<file path="src/rtl/regfile_access_ctrl.sv">
// Command-driven master for the register file write port and Read_Reg1 port.
// Handles write (with optional read-back verify), single read and full dump, one response beat per register.
module regfile_access_ctrl #(
    parameter int NUM_REGS     = 32,
    parameter int ADDR_W       = 5,
    parameter int DATA_W       = 32,
    parameter int VERIFY_WRITE = 1
) (
    input  logic              i_clock,
    input  logic              i_rst,
    input  logic              i_cmd_valid,
    output logic              o_cmd_ready,
    input  logic [1:0]        i_cmd_op,
    input  logic [ADDR_W-1:0] i_cmd_addr,
    input  logic [DATA_W-1:0] i_cmd_data,
    output logic              o_rsp_valid,
    input  logic              i_rsp_ready,
    output logic [ADDR_W-1:0] o_rsp_addr,
    output logic [DATA_W-1:0] o_rsp_data,
    output logic              o_rsp_err,
    output logic              o_rsp_last,
    output logic              o_busy,
    output logic              o_rf_RegWrite,
    output logic [ADDR_W-1:0] o_rf_Write_Reg,
    output logic [DATA_W-1:0] o_rf_writeData,
    output logic [ADDR_W-1:0] o_rf_Read_Reg1,
    input  logic [DATA_W-1:0] i_rf_Read_Data1
);

    typedef enum logic [2:0] {IDLE, WR, VFY, RD, RESP} state_t;

    localparam logic [1:0]        OP_WR    = 2'b00;
    localparam logic [1:0]        OP_RD    = 2'b01;
    localparam logic [1:0]        OP_DUMP  = 2'b10;
    localparam logic [ADDR_W-1:0] LAST_IDX = ADDR_W'(NUM_REGS - 1);

    state_t              r_state, w_state;
    logic [1:0]          r_op, w_op;
    logic [ADDR_W-1:0]   r_addr, w_addr;
    logic [DATA_W-1:0]   r_data, w_data;
    logic [ADDR_W-1:0]   r_idx, w_idx;

    logic                r_cmd_ready, r_busy;
    logic                r_rsp_valid, w_rsp_valid;
    logic [ADDR_W-1:0]   r_rsp_addr, w_rsp_addr;
    logic [DATA_W-1:0]   r_rsp_data, w_rsp_data;
    logic                r_rsp_err, w_rsp_err;
    logic                r_rsp_last, w_rsp_last;
    logic                r_we, w_we;
    logic [ADDR_W-1:0]   r_wr_reg, w_wr_reg;
    logic [DATA_W-1:0]   r_wr_data, w_wr_data;
    logic [ADDR_W-1:0]   r_rd_reg, w_rd_reg;
    logic [DATA_W-1:0]   w_expect;

    assign w_expect = (r_addr == '0) ? '0 : r_data;

    // Every output is a register, so the comb block computes the values the
    // outputs must carry in the state being entered, not the current one.
    always_comb begin
        w_state     = r_state;
        w_op        = r_op;
        w_addr      = r_addr;
        w_data      = r_data;
        w_idx       = r_idx;
        w_we        = 1'b0;
        w_wr_reg    = '0;
        w_wr_data   = '0;
        w_rd_reg    = '0;
        w_rsp_valid = 1'b0;
        w_rsp_addr  = r_rsp_addr;
        w_rsp_data  = r_rsp_data;
        w_rsp_err   = r_rsp_err;
        w_rsp_last  = r_rsp_last;
        case (r_state)
            IDLE: begin
                if (i_cmd_valid && r_cmd_ready) begin
                    w_op   = i_cmd_op;
                    w_addr = i_cmd_addr;
                    w_data = i_cmd_data;
                    case (i_cmd_op)
                        OP_WR: begin
                            w_state   = WR;
                            w_we      = (i_cmd_addr != '0);
                            w_wr_reg  = i_cmd_addr;
                            w_wr_data = i_cmd_data;
                        end
                        OP_RD: begin
                            w_state  = RD;
                            w_rd_reg = i_cmd_addr;
                        end
                        OP_DUMP: begin
                            w_state  = RD;
                            w_idx    = '0;
                            w_rd_reg = '0;
                        end
                        default: begin
                            w_state     = RESP;
                            w_rsp_valid = 1'b1;
                            w_rsp_addr  = i_cmd_addr;
                            w_rsp_data  = '0;
                            w_rsp_err   = 1'b1;
                            w_rsp_last  = 1'b1;
                        end
                    endcase
                end
            end
            WR: begin
                if (VERIFY_WRITE != 0) begin
                    w_state  = VFY;
                    w_rd_reg = r_addr;
                end else begin
                    w_state     = RESP;
                    w_rsp_valid = 1'b1;
                    w_rsp_addr  = r_addr;
                    w_rsp_data  = r_data;
                    w_rsp_err   = 1'b0;
                    w_rsp_last  = 1'b1;
                end
            end
            VFY: begin
                w_state     = RESP;
                w_rsp_valid = 1'b1;
                w_rsp_addr  = r_addr;
                w_rsp_data  = i_rf_Read_Data1;
                w_rsp_err   = (i_rf_Read_Data1 != w_expect);
                w_rsp_last  = 1'b1;
            end
            RD: begin
                w_state     = RESP;
                w_rsp_valid = 1'b1;
                w_rsp_addr  = r_rd_reg;
                w_rsp_data  = i_rf_Read_Data1;
                w_rsp_err   = 1'b0;
                w_rsp_last  = (r_op == OP_DUMP) ? (r_idx == LAST_IDX) : 1'b1;
            end
            RESP: begin
                w_rsp_valid = 1'b1;
                if (i_rsp_ready) begin
                    w_rsp_valid = 1'b0;
                    if (r_op == OP_DUMP && !r_rsp_last) begin
                        w_state  = RD;
                        w_idx    = r_idx + ADDR_W'(1);
                        w_rd_reg = r_idx + ADDR_W'(1);
                    end else begin
                        w_state = IDLE;
                    end
                end
            end
            default: w_state = IDLE;
        endcase
    end

    always_ff @(posedge i_clock or negedge i_rst) begin
        if (!i_rst) begin
            r_state     <= IDLE;
            r_op        <= '0;
            r_addr      <= '0;
            r_data      <= '0;
            r_idx       <= '0;
            r_cmd_ready <= 1'b0;
            r_busy      <= 1'b0;
            r_rsp_valid <= 1'b0;
            r_rsp_addr  <= '0;
            r_rsp_data  <= '0;
            r_rsp_err   <= 1'b0;
            r_rsp_last  <= 1'b0;
            r_we        <= 1'b0;
            r_wr_reg    <= '0;
            r_wr_data   <= '0;
            r_rd_reg    <= '0;
        end else begin
            r_state     <= w_state;
            r_op        <= w_op;
            r_addr      <= w_addr;
            r_data      <= w_data;
            r_idx       <= w_idx;
            r_cmd_ready <= (w_state == IDLE);
            r_busy      <= (w_state != IDLE);
            r_rsp_valid <= w_rsp_valid;
            r_rsp_addr  <= w_rsp_addr;
            r_rsp_data  <= w_rsp_data;
            r_rsp_err   <= w_rsp_err;
            r_rsp_last  <= w_rsp_last;
            r_we        <= w_we;
            r_wr_reg    <= w_wr_reg;
            r_wr_data   <= w_wr_data;
            r_rd_reg    <= w_rd_reg;
        end
    end

    assign o_cmd_ready    = r_cmd_ready;
    assign o_busy         = r_busy;
    assign o_rsp_valid    = r_rsp_valid;
    assign o_rsp_addr     = r_rsp_addr;
    assign o_rsp_data     = r_rsp_data;
    assign o_rsp_err      = r_rsp_err;
    assign o_rsp_last     = r_rsp_last;
    assign o_rf_RegWrite  = r_we;
    assign o_rf_Write_Reg = r_wr_reg;
    assign o_rf_writeData = r_wr_data;
    assign o_rf_Read_Reg1 = r_rd_reg;

endmodule

</file>
<file path="config.mk">
export PLATFORM = sky130hd
export DESIGN_NAME = regfile_access_ctrl
export DESIGN_NICKNAME = d
export VERILOG_FILES = /design/src/rtl/regfile_access_ctrl.sv
export SDC_FILE = /design/constraint.sdc
export NUM_CORES = 1
export LEC_CHECK = 0
export ABC_AREA = 1
export CAP_MARGIN = 20
export CORE_MARGIN = 5
export CORE_UTILIZATION = 52
export DETAILED_ROUTE_END_ITERATION = 8
export PLACE_DENSITY = 0.86
export SYNTH_ARGS = -nofsm -noshare
export SYNTH_HDL_FRONTEND = slang
export SYNTH_SLANG_ARGS = --single-unit
</file>
<file path="constraint.sdc">
create_clock -name i_clock -period 3 [get_ports i_clock]
set_input_delay 0.6 -clock i_clock [delete_from_list [all_inputs] [get_ports i_clock]]
set_output_delay 0.6 -clock i_clock [all_outputs]
set_load 0.01 [all_outputs]
</file>
---- After elaboration in Yosys (flattened, before gate mapping) ----
Cells that the tools add are included.
storage, ports and cells
  register bits ........................... 132
  latch bits .............................. 0
  bits in writable memories ............... 0
  ROM bits ................................ 0
  bits of input ports ..................... 75
  output and inout port bits .............. 85
  word-level logic and storage cells ...... 90
  memories kept ........................... 0
cells by class
  $add $sub $neg .......................... 1
  multipliers ............................. 0
  div/mod/pow operators ................... 0
  order comparisons ....................... 0
  eq/ne operators ......................... 14
  shift-type cells ........................ 0
  multiplexer cells ....................... 40
  bitwise logic cells ..................... 0
  reduce and logical (&&, ||, !) cells .... 19
operators with widths
  cell                                                  count
  2-to-1 mux 32 bit                                     6
  2-to-1 mux 5 bit                                      13
  case mux 32 bit (2 select lines)                      1
  inequality test 32 bit                                1
  case mux 5 bit (3 select lines)                       2
  case mux 3 bit (4 select lines)                       1
  case mux 5 bit (2 select lines)                       1
  2-to-1 mux 1 bit                                      9
  case mux 1 bit (3 select lines)                       3
  inequality test 2 bit (second input constant)         4
  equality test 3 x 2 -> 1 bit (second input constant)  2
  zero test 3 bit                                       2
  2-to-1 mux 3 bit                                      2
  case mux 3 bit (2 select lines)                       1
  AND reduction 3 bit                                   2
  nonzero test 3 bit                                    2
  adder 5 x 1 -> 5 bit (second input constant)          1
  equality test 5 bit (second input constant)           1
  zero test 5 bit                                       1
  AND reduction 5 bit                                   1
  nonzero test 5 bit                                    1
  equality test 2 bit (second input constant)           2
  nonzero test 2 bit                                    2
  OR reduction 2 bit                                    2
  other kinds (10)                                      11

---- Logic depth before layout (Yosys ltp) ----
Gate-level depths: netlist of the first run.
  depth after elaboration ................. 6
  depth in mapped cells ................... 12
  mapped depth without buffers ............ 11

---- Worst setup path after synthesis of the first run ----
Ideal clock, no wire load.
  path type ............................... input-to-reg
  start ................................... input port i_cmd_op[0]
  end ..................................... register r_rsp_data[24], in the netlist o_rsp_data[24]
  library setup time ...................... 122 ps
  arrival time ............................ 1,502 ps
  required time ........................... 2,878 ps
  slack ................................... 1,376 ps
  stages on the path ...................... 6
  buffers on the path ..................... 1
  path through ............................ ha_1 -> nand3_1 -> nor3_1 -> nor2_2 -> buf_2 -> a32o_1
between the ends
  cells in the longest elaborated chain, start to end .. 4
  elaborated cells between the ends (all ways) .. 6
  classes of those cells .................. eq/ne: 3; reduce/logical: 3
RTL lines
  item                                         line  RTL
  start: declaration                           13    input logic [1:0] i_cmd_op,
  equality test 2 bit (tied with other cells)  80    case (i_cmd_op)
  OR reduction 3 bit (no line) (*)             n/a
  inequality test 2 bit (no line) (*)          n/a
  AND reduction 3 bit (no line) (*)            n/a
  end signal: assignment                       181   r_rsp_data <= w_rsp_data;
  end: declaration                             46    logic [DATA_W-1:0] r_rsp_data, w_rsp_data;
Mark *: on every way between the ends. The rest lies on a longest branch, timed or not.
A chain may end at the register's enable or synchronous reset.

---- Worst setup path in the final report of the first run ----
  start ................................... input port i_cmd_op[1]
  end ..................................... register r_rsp_last, in the netlist o_rsp_last
between the ends
  cells in the longest elaborated chain, start to end .. 4
  elaborated cells between the ends (all ways) .. 6
  classes of those cells .................. eq/ne: 3; reduce/logical: 3
RTL lines
  item                                         line  RTL
  equality test 2 bit (tied with other cells)  80
  OR reduction 3 bit (no line) (*)             n/a
  inequality test 2 bit (no line) (*)          n/a
  AND reduction 3 bit (no line) (*)            n/a
  end signal: assignment                       183   r_rsp_last <= w_rsp_last;
  end: declaration                             48    logic r_rsp_last, w_rsp_last;
Marked as above.

==> results of run 1 <==
[kinds of logic after synthesis]
| logic type | share of synthesized area |
|---|---|
| adders and majority gates | 0.0133 |
| xor gates and xnor gates | 0.0155 |
| and+or+nand+nor | 0.211 |
| buffers and inverters | 0.0812 |
| DFF | 0.584 |
| AOI/OAI and AO/OA | 0.0954 |
[final cells by class]
cell class | count | area share
Timing Repair Buffer | 165 | 0.209
Multi-Input combinational cell | 398 | 0.240
Clock buffer | 21 | 0.0543
Tap cell | 140 | 0.0222
Clock inverter | 11 | 0.0171
Sequential cell | 132 | 0.418
Inverter | 84 | 0.0399
[per-stage QoR]
step / utilization / area [um^2] / setup slack, ns / cells
global placement: 0.681 / 7320 / 0.291 / 918
global route: 0.736 / 7910 / 0.607 / 951
finish: 0.736 / 7910 / 0.771 / 951
detailed placement: 0.681 / 7320 / 0.263 / 918
floorplan: - / 5660 / 1.38 / 639
CTS: 0.734 / 7890 / 0.797 / 950
[registers in the layout, indices dropped and copies added, names as in the netlist, 2 cells and up]
name,count
o_rf_writeData,32
o_rf_Write_Reg,5
r_state,3
o_rsp_addr,5
o_rf_Read_Reg1,5
r_addr,5
r_op,2
o_rsp_data,32
r_data,32
r_idx,5
[where the power goes]
part           internal, mW  switching (mW)  total, mW
clock network          1.26           0.740       1.99
logic                  1.19            1.52       2.71
registers              2.39           0.475       2.86
total                  4.83            2.74       7.56
[how the worst max path moves through the flow]
stage / to / from / cells after the start / slack, ns
floorplan: o_rsp_data[24]$_DFFE_PN0P_ / i_cmd_op[0] / 6 / 1.38
global placement: o_rsp_last$_DFFE_PN0P_ / i_cmd_op[1] / 8 / 0.29
detailed placement: o_rsp_last$_DFFE_PN0P_ / i_cmd_op[1] / 8 / 0.26
CTS: o_rsp_err$_DFFE_PN0P_ / r_addr[2]$_DFFE_PN0P_ / 9 / 0.80
global route: o_rsp_err$_DFFE_PN0P_ / r_addr[2]$_DFFE_PN0P_ / 10 / 0.61
finish: o_rsp_last$_DFFE_PN0P_ / i_cmd_op[1] / 8 / 0.77
[critical path: stages]
cell and delay [ns]:
sky130_fd_sc_hd__clkdlybuf4s50_1 0.47, sky130_fd_sc_hd__ha_1 0.22, sky130_fd_sc_hd__nand3_1 0.13, sky130_fd_sc_hd__nor3_1 0.11, sky130_fd_sc_hd__nor2_4 0.71, sky130_fd_sc_hd__inv_1 0.18, sky130_fd_sc_hd__nor2_1 0.13, sky130_fd_sc_hd__a21oi_1 0.05
[per-layer routing]
metal  share of wire  GRT usage  vias to the layer above
met3           0.083     0.0666                       44
met1            0.39      0.311                     2417
met2            0.50      0.436                      253
met4           0.030      0.116                        0
li1                -          -                     2330
met5               0          0                        -
[cells in the mapped netlist (all sizes together), types with 4 or more instances]
cell / count / area share
dfrtp: 132 / 0.58
buf: 18 / 0.021
nor2: 74 / 0.052
a221oi: 4 / 0.0062
o21ai: 69 / 0.061
ha: 6 / 0.013
nand3: 38 / 0.036
clkbuf: 7 / 0.0046
inv: 84 / 0.056
a22o: 9 / 0.014
xor2: 10 / 0.015
nor3: 5 / 0.0044
nand2: 168 / 0.11
[cell usage in the layout (no fill, tap or decap), types with 6 or more instances in the layout]
cell | Yosys | routed
sky130_fd_sc_hd__nor2_1 | 70 | 70
sky130_fd_sc_hd__nand2_2 | 6 | 6
sky130_fd_sc_hd__ha_1 | 6 | 6
sky130_fd_sc_hd__o21ai_0 | 66 | 66
sky130_fd_sc_hd__clkdlybuf4s50_1 | 0 | 158
sky130_fd_sc_hd__xor2_1 | 10 | 10
sky130_fd_sc_hd__inv_1 | 82 | 81
sky130_fd_sc_hd__nand2_1 | 162 | 162
sky130_fd_sc_hd__clkinv_2 | 0 | 6
sky130_fd_sc_hd__dfrtp_1 | 132 | 132
sky130_fd_sc_hd__a22o_1 | 9 | 9
sky130_fd_sc_hd__nand3_1 | 37 | 37
sky130_fd_sc_hd__clkbuf_16 | 0 | 16
==> impl_results.html, run 1 <==
<table>
<tr><th>Metric</th><th>Value</th></tr>
<tr><th colspan="2">Clock network</th></tr>
<tr><td>CTS H-Tree Depth</td><td>4</td></tr>
<tr><td>Total clock sinks</td><td>132</td></tr>
<tr><td>Latest clock arrival within the worst-skew pair</td><td>0.52 ns</td></tr>
<tr><td>Hold-fix buffers at CTS</td><td>0</td></tr>
<tr><td>TritonCTS clock tree</td><td>done</td></tr>
<tr><td>Number of buffers inserted during clock tree synthesis</td><td>17</td></tr>
<tr><td>Maximum clock path buffer count</td><td>2</td></tr>
<tr><td>Clock-pin slew reported for the worst setup and hold paths after clock tree synthesis</td><td>0.06 ns</td></tr>
<tr><td>Root buffer selected by CTS</td><td>sky130_fd_sc_hd__clkbuf_8</td></tr>
<tr><td>Number of setup buffers added after CTS</td><td>0</td></tr>
<tr><td>Resized Gates After CTS</td><td>0</td></tr>
<tr><th colspan="2">STA</th></tr>
<tr><td>Headroom to the max-slew limit</td><td>0.383</td></tr>
<tr><td># setup viols final</td><td>0</td></tr>
<tr><td>Worst hold-check slack</td><td>0.0688 ns</td></tr>
<tr><td>Number of slew-limit violations in the final report</td><td>0</td></tr>
<tr><td>Highest clock rate</td><td>0.449 GHz</td></tr>
<tr><td>RSZ-0062 raised after global routing</td><td>false</td></tr>
<tr><td>Post-route setup TNS</td><td>0 ns</td></tr>
<tr><td>Fraction of the cycle the final worst path needs</td><td>0.743</td></tr>
<tr><td>Number of endpoints with negative hold slack in the final report</td><td>0</td></tr>
<tr><td>Slew @ Worst Pin</td><td>0.923 ns</td></tr>
<tr><td>Post-route clock skew</td><td>0.00457 ns</td></tr>
<tr><td>Final critical path time including I/O delays and setup</td><td>2.23 ns</td></tr>
<tr><th colspan="2">Yosys</th></tr>
<tr><td>Commonest register cell after synthesis</td><td>sky130_fd_sc_hd__dfrtp_1</td></tr>
<tr><td>Warnings, synthesis</td><td>0</td></tr>
<tr><td>Instance count of the mapped netlist</td><td>639</td></tr>
<tr><td>Async set-reset flop share out of synthesis</td><td>1.00</td></tr>
<tr><td>Mean area per synthesized cell</td><td>8.85 um^2</td></tr>
<tr><td>Net count after synthesis</td><td>720</td></tr>
<tr><td>Netlist area before placement</td><td>0.00566 mm^2</td></tr>
<tr><td>FF+latch count, synth</td><td>132</td></tr>
<tr><td>Number of synthesized flops with an enable pin</td><td>0</td></tr>
<tr><td>Count of unique library cells instantiated by Yosys</td><td>32</td></tr>
<tr><td>Sequential element share of the synthesized area</td><td>0.584</td></tr>
<tr><th colspan="2">Floorplanning</th></tr>
<tr><td>Die outline width</td><td>114 um</td></tr>
<tr><td>Number of primary I/O pins</td><td>160</td></tr>
<tr><td>Floorplan core area</td><td>0.0107 mm^2</td></tr>
<tr><td>Die area</td><td>0.0131 mm^2</td></tr>
<tr><td>Number of rows in the core area</td><td>38</td></tr>
<tr><td>Starting utilization of the core area</td><td>0.526</td></tr>
<tr><td>Die outline height</td><td>114 um</td></tr>
<tr><th colspan="2">Drt</th></tr>
<tr><td>Count of unresolved DRC violations after routing</td><td>0</td></tr>
<tr><td>Total length of routed wires</td><td>16300 um</td></tr>
<tr><td>Post-detailed-route count of antenna-violating nets</td><td>0</td></tr>
<tr><td>Post-detailed-route via-to-cell ratio</td><td>5.30</td></tr>
<tr><td>Routed vias</td><td>5044</td></tr>
<tr><td>First-pass DRT Iterations</td><td>6</td></tr>
<tr><td>Mean routed wirelength per cell</td><td>17.1 um</td></tr>
<tr><td>First DRT Iteration DRCs</td><td>421</td></tr>
<tr><th colspan="2">Setup path</th></tr>
<tr><td>Critical Path RT</td><td>3.37 ns</td></tr>
<tr><td>Critical path class</td><td>input pin to flip-flop</td></tr>
<tr><td>Endpoint of the worst register-to-register path</td><td>o_rsp_err$_DFFE_PN0P_</td></tr>
<tr><td>Worst r2r path cells</td><td>9</td></tr>
<tr><td>Reg-to-reg critical path startpoint</td><td>r_addr[2]$_DFFE_PN0P_</td></tr>
<tr><td>Nature of the critical path endpoint</td><td>flip-flop</td></tr>
<tr><td>Sort of element at the start of the critical path</td><td>input pin</td></tr>
<tr><td>Worst path arrival time</td><td>2.60 ns</td></tr>
<tr><td>FF-to-FF setup slack</td><td>0.77 ns</td></tr>
<tr><td>Biggest fanout along the worst timing path</td><td>42</td></tr>
<tr><th colspan="2">Power</th></tr>
<tr><td>Peak supply drop</td><td>0.429 mV</td></tr>
<tr><td>Total power density per cell area</td><td>956 mW/mm^2</td></tr>
<tr><td>Tot Pwr</td><td>7.56 mW</td></tr>
<tr><td>Leak</td><td>3.96 nW</td></tr>
<tr><th colspan="2">Min path</th></tr>
<tr><td>Class of the tightest hold or removal check</td><td>input pin to asynchronous set/reset pin</td></tr>
<tr><th colspan="2">Layout</th></tr>
<tr><td>Footprint of the multi-input gates</td><td>0.00190 mm^2</td></tr>
<tr><td>P&amp;R area growth vs syn</td><td>39.8%</td></tr>
<tr><td>Final net count</td><td>879</td></tr>
<tr><td>Seq. cell area</td><td>0.00330 mm^2</td></tr>
<tr><td>Layout cell share with drive strength beyond 1</td><td>0.0617</td></tr>
<tr><td>Antenna cells</td><td>0</td></tr>
<tr><td>Number of fillers in the final layout</td><td>786</td></tr>
<tr><th colspan="2">Placed design</th></tr>
<tr><td>Placer Congestion</td><td>0.984</td></tr>
<tr><td>IO Port Bufs</td><td>159</td></tr>
<tr><td>Post-DP HPWL</td><td>11500 um</td></tr>
<tr><th colspan="2">Global routing</th></tr>
<tr><td>Initial antenna violation count</td><td>0</td></tr>
<tr><td>Global-route wire length before repair</td><td>25600 um</td></tr>
<tr><td>Vias in the first global route</td><td>5070</td></tr>
<tr><td>Largest net degree at the start of global routing</td><td>75</td></tr>
<tr><td>Aggregate global-route resource usage</td><td>0.258</td></tr>
<tr><td>Grt total ovfl</td><td>0</td></tr>
<tr><th colspan="2">Job</th></tr>
<tr><td>Max Cap Violations</td><td>0</td></tr>
<tr><th colspan="2">Run status</th></tr>
<tr><td>Run status</td><td>complete, no violations</td></tr>
</table>
No activity file was read; power rests on OpenSTA's default activity.
==> inputs of run 2 (changes only) <==
--- a/config.mk
+++ b/config.mk
@@ -8,9 +8,9 @@
 export ABC_AREA = 1
 export CAP_MARGIN = 20
 export CORE_MARGIN = 5
-export CORE_UTILIZATION = 52
+export CORE_UTILIZATION = 43
 export DETAILED_ROUTE_END_ITERATION = 8
-export PLACE_DENSITY = 0.86
+export PLACE_DENSITY = 0.76
 export SYNTH_ARGS = -nofsm -noshare
 export SYNTH_HDL_FRONTEND = slang
 export SYNTH_SLANG_ARGS = --single-unit
==> constraint.sdc (replaced) <==
create_clock -name i_clock -period 1.9 [get_ports i_clock]
set_input_delay 0.38 -clock i_clock [delete_from_list [all_inputs] [get_ports i_clock]]
set_output_delay 0.38 -clock i_clock [all_outputs]
set_load 0.01 [all_outputs]
==> run 2 against run 1 <==
- cell count up 6.2%
- register-to-register slack worse by 0.70 ns
- critical endpoint is now o_rsp_err$_DFFE_PN0P_
- non-clock buffer count grew 22
- hold slack better by 0.36 ns
- core utilization is 9.3 points lower
- first-iteration DRC count fell by 4.5%
- critical path depth rose by 3
- sequential share of layout area is 2.5 points lower
- combinational power rose by 73%
- power increased by 71%
- design area increased by 6.4%
==> impl_results.html, run 2 (synthesized netlist as in run 1, its figures left out) <==
<table>
<tr><th>Metric</th><th>Value</th></tr>
<tr><th colspan="2">STA</th></tr>
<tr><td>Number of endpoints with negative hold slack in the final report</td><td>0</td></tr>
<tr><td>Worst hold-check slack</td><td>0.425 ns</td></tr>
<tr><td>Post-route setup TNS</td><td>0 ns</td></tr>
<tr><td>Headroom to the max-slew limit</td><td>0.528</td></tr>
<tr><td>Final critical path time including I/O delays and setup</td><td>1.83 ns</td></tr>
<tr><td>Fraction of the cycle the final worst path needs</td><td>0.965</td></tr>
<tr><td># setup viols final</td><td>0</td></tr>
<tr><td>Number of slew-limit violations in the final report</td><td>0</td></tr>
<tr><td>Highest clock rate</td><td>0.546 GHz</td></tr>
<tr><td>Post-route clock skew</td><td>0.00620 ns</td></tr>
<tr><td>Slew @ Worst Pin</td><td>0.702 ns</td></tr>
<tr><td>RSZ-0062 raised after global routing</td><td>true</td></tr>
<tr><td>Worst path setup slack after routing</td><td>0.0673 ns</td></tr>
<tr><th colspan="2">Floorplanning</th></tr>
<tr><td>Die outline width</td><td>125 um</td></tr>
<tr><td>Number of rows in the core area</td><td>42</td></tr>
<tr><td>Floorplan core area</td><td>0.0131 mm^2</td></tr>
<tr><td>Starting utilization of the core area</td><td>0.432</td></tr>
<tr><td>Die area</td><td>0.0155 mm^2</td></tr>
<tr><td>Die outline height</td><td>125 um</td></tr>
<tr><td>Number of primary I/O pins</td><td>160</td></tr>
<tr><th colspan="2">Power</th></tr>
<tr><td>Sw Share</td><td>0.339</td></tr>
<tr><td>Net Sw Power</td><td>4.38 mW</td></tr>
<tr><td>Fraction of power consumed by the clock network</td><td>0.286</td></tr>
<tr><td>Reg power frac</td><td>0.351</td></tr>
<tr><td>Leak</td><td>4.20 nW</td></tr>
<tr><td>Power share of the combinational group</td><td>0.363</td></tr>
<tr><td>Cell-internal power</td><td>8.56 mW</td></tr>
<tr><td>Peak supply drop</td><td>0.671 mV</td></tr>
<tr><td>Total power density per cell area</td><td>1540 mW/mm^2</td></tr>
<tr><th colspan="2">Layout</th></tr>
<tr><td>Footprint of the multi-input gates</td><td>0.00192 mm^2</td></tr>
<tr><td>Final net count</td><td>902</td></tr>
<tr><td>Number of fillers in the final layout</td><td>1016</td></tr>
<tr><td>P&amp;R area growth vs syn</td><td>48.7%</td></tr>
<tr><td>Top library cells by usage in the layout, fill and taps aside</td><td>sky130_fd_sc_hd__nand2_1 (162), sky130_fd_sc_hd__clkdlybuf4s50_1 (158), sky130_fd_sc_hd__dfrtp_1 (131)</td></tr>
<tr><td>Non-Filler Instances</td><td>1010</td></tr>
<tr><td>Total non-filler cell area in the finished layout</td><td>0.00841 mm^2</td></tr>
<tr><td>Seq. cell area</td><td>0.00330 mm^2</td></tr>
<tr><td>Most common cell after layout, fill and taps aside</td><td>sky130_fd_sc_hd__nand2_1</td></tr>
<tr><td>Antenna cells</td><td>0</td></tr>
<tr><td>Layout cell share with drive strength beyond 1</td><td>0.0923</td></tr>
<tr><th colspan="2">Setup path</th></tr>
<tr><td>Nature of the critical path endpoint</td><td>flip-flop</td></tr>
<tr><td>Critical path class</td><td>flip-flop to flip-flop</td></tr>
<tr><td>Cell chain of the critical path</td><td>nor2_4 &gt; nand3_4 &gt; clkbuf_16 &gt; nand3_1 &gt; nand2_1 &gt; nor2_1 &gt; nand2_1 &gt; nor2_1 &gt; nand3_1 &gt; o21bai_1 &gt; nand2_1</td></tr>
<tr><td>Slowest library cell on the worst path</td><td>sky130_fd_sc_hd__dfrtp_2</td></tr>
<tr><td>Endpoint of the worst register-to-register path</td><td>o_rsp_err$_DFFE_PN0P_</td></tr>
<tr><td>Critical Path RT</td><td>2.20 ns</td></tr>
<tr><td>Worst r2r path cells</td><td>11</td></tr>
<tr><td>Sort of element at the start of the critical path</td><td>flip-flop</td></tr>
<tr><td>Critical path's most frequent cell</td><td>sky130_fd_sc_hd__nand2_1</td></tr>
<tr><td>CP peak stage delay</td><td>0.44 ns</td></tr>
<tr><td>Kind of cell adding the most delay to the critical path</td><td>simple AND/OR/NAND/NOR gates</td></tr>
<tr><td>Biggest fanout along the worst timing path</td><td>7</td></tr>
<tr><td>Reg-to-reg critical path startpoint</td><td>r_addr[1]$_DFFE_PN0P_</td></tr>
<tr><td>Worst path arrival time</td><td>2.13 ns</td></tr>
<tr><td>Buffer and inverter count on the worst path</td><td>1</td></tr>
<tr><td>FF-to-FF setup slack</td><td>0.07 ns</td></tr>
<tr><th colspan="2">Clock network</th></tr>
<tr><td>Latest clock arrival within the worst-skew pair</td><td>0.41 ns</td></tr>
<tr><td>Maximum clock path buffer count</td><td>2</td></tr>
<tr><td>Clock-pin slew reported for the worst setup and hold paths after clock tree synthesis</td><td>0.06 ns</td></tr>
<tr><td>Number of buffers inserted during clock tree synthesis</td><td>17</td></tr>
<tr><td>CTS H-Tree Depth</td><td>4</td></tr>
<tr><td>Total clock sinks</td><td>132</td></tr>
<tr><td>Root buffer selected by CTS</td><td>sky130_fd_sc_hd__clkbuf_16</td></tr>
<tr><td>TritonCTS clock tree</td><td>done</td></tr>
<tr><th colspan="2">Drt</th></tr>
<tr><td>Post-detailed-route via-to-cell ratio</td><td>5.02</td></tr>
<tr><td>First DRT Iteration DRCs</td><td>402</td></tr>
<tr><td>Routed vias</td><td>5067</td></tr>
<tr><td>Count of unresolved DRC violations after routing</td><td>0</td></tr>
<tr><td>Post-detailed-route count of antenna-violating nets</td><td>0</td></tr>
<tr><td>First-pass DRT Iterations</td><td>7</td></tr>
<tr><td>Total length of routed wires</td><td>16900 um</td></tr>
<tr><td>Mean routed wirelength per cell</td><td>16.8 um</td></tr>
<tr><th colspan="2">Global routing</th></tr>
<tr><td>Initial antenna violation count</td><td>0</td></tr>
<tr><td>Aggregate global-route resource usage</td><td>0.216</td></tr>
<tr><td>Largest net degree at the start of global routing</td><td>41</td></tr>
<tr><td>Global-route wire length before repair</td><td>26400 um</td></tr>
<tr><td>Vias in the first global route</td><td>4954</td></tr>
<tr><td>Grt total ovfl</td><td>0</td></tr>
<tr><th colspan="2">Placed design</th></tr>
<tr><td>Cell count after placement</td><td>971</td></tr>
<tr><td>IO Port Bufs</td><td>159</td></tr>
<tr><td>Setup Slack @ Placement</td><td>-0.178 ns</td></tr>
<tr><td>Post-DP HPWL</td><td>12500 um</td></tr>
<tr><td>Cell area after placement</td><td>0.00759 mm^2</td></tr>
<tr><td>Placer Congestion</td><td>0.896</td></tr>
<tr><th colspan="2">Min path</th></tr>
<tr><td>Class of the tightest hold or removal check</td><td>input pin to asynchronous set/reset pin</td></tr>
<tr><th colspan="2">Job</th></tr>
<tr><td>Max Cap Violations</td><td>0</td></tr>
<tr><th colspan="2">Run status</th></tr>
<tr><td>Run status</td><td>complete, no violations</td></tr>
</table>
-- run 2: worst max-delay path by stage --
stage / to / slack [ns] / startpoint / depth (start not counted)
after floorplan: o_rsp_err$_DFFE_PN0P_ / 0.39 / r_addr[0]$_DFFE_PN0P_ / 10
after global placement: o_rsp_data[5]$_DFFE_PN0P_ / -0.10 / i_cmd_op[0] / 7
after detailed placement: o_busy$_DFF_PN0_ / -0.18 / i_cmd_op[1] / 8
final: o_rsp_err$_DFFE_PN0P_ / 0.07 / r_addr[1]$_DFFE_PN0P_ / 11
after CTS: o_rsp_err$_DFFE_PN0P_ / 0.08 / r_addr[0]$_DFFE_PN0P_ / 11
after global routing: o_rsp_err$_DFFE_PN0P_ / -0.06 / r_addr[3]$_DFFE_PN0P_ / 12
-- run 2: power groups by stage --
stage | logic (mW) | registers, mW | clock network (mW)
after CTS | 4.46 | 4.50 | 3.74
after floorplan | 2.30 | 4.52 | 0
final | 4.70 | 4.54 | 3.70
after detailed placement | 4.41 | 4.53 | 0
after global placement | 4.28 | 4.49 | 0
after global routing | 5.22 | 4.64 | 3.86
-- run 2: what timing repair did --
action / in CTS / in global routing
setup endpoints to repair: 0 / 1
hold buffers: 1 / 0
setup buffers: 0 / 1
hold endpoints to repair: 33 / 0
resized for setup: 0 / 5
-- run 2: routing by layer --
metal | vias up | track usage | wire (um)
li1 | 2390 | - | -
met1 | 2420 | 0.289 | 7250
met2 | 226 | 0.329 | 7880
met3 | 31 | 0.0648 | 1350
met4 | 0 | 0.0890 | 447
met5 | - | 0 | 0
-- run 2: cell type report --
class	count	area share
inverter	84	0.0375
tap	176	0.0262
sequential	132	0.393
multi-input combinational	399	0.228
clock inverter	8	0.0199
clock buffer	24	0.0608
timing repair buffer	187	0.235
-- run 2: per-stage QoR --
step                total power, mW   util
detailed placement             8.94  0.580
floorplan                      6.82      -
global placement               8.77  0.580
finish                         12.9  0.643
CTS                            12.7  0.633
global route                   13.7  0.643
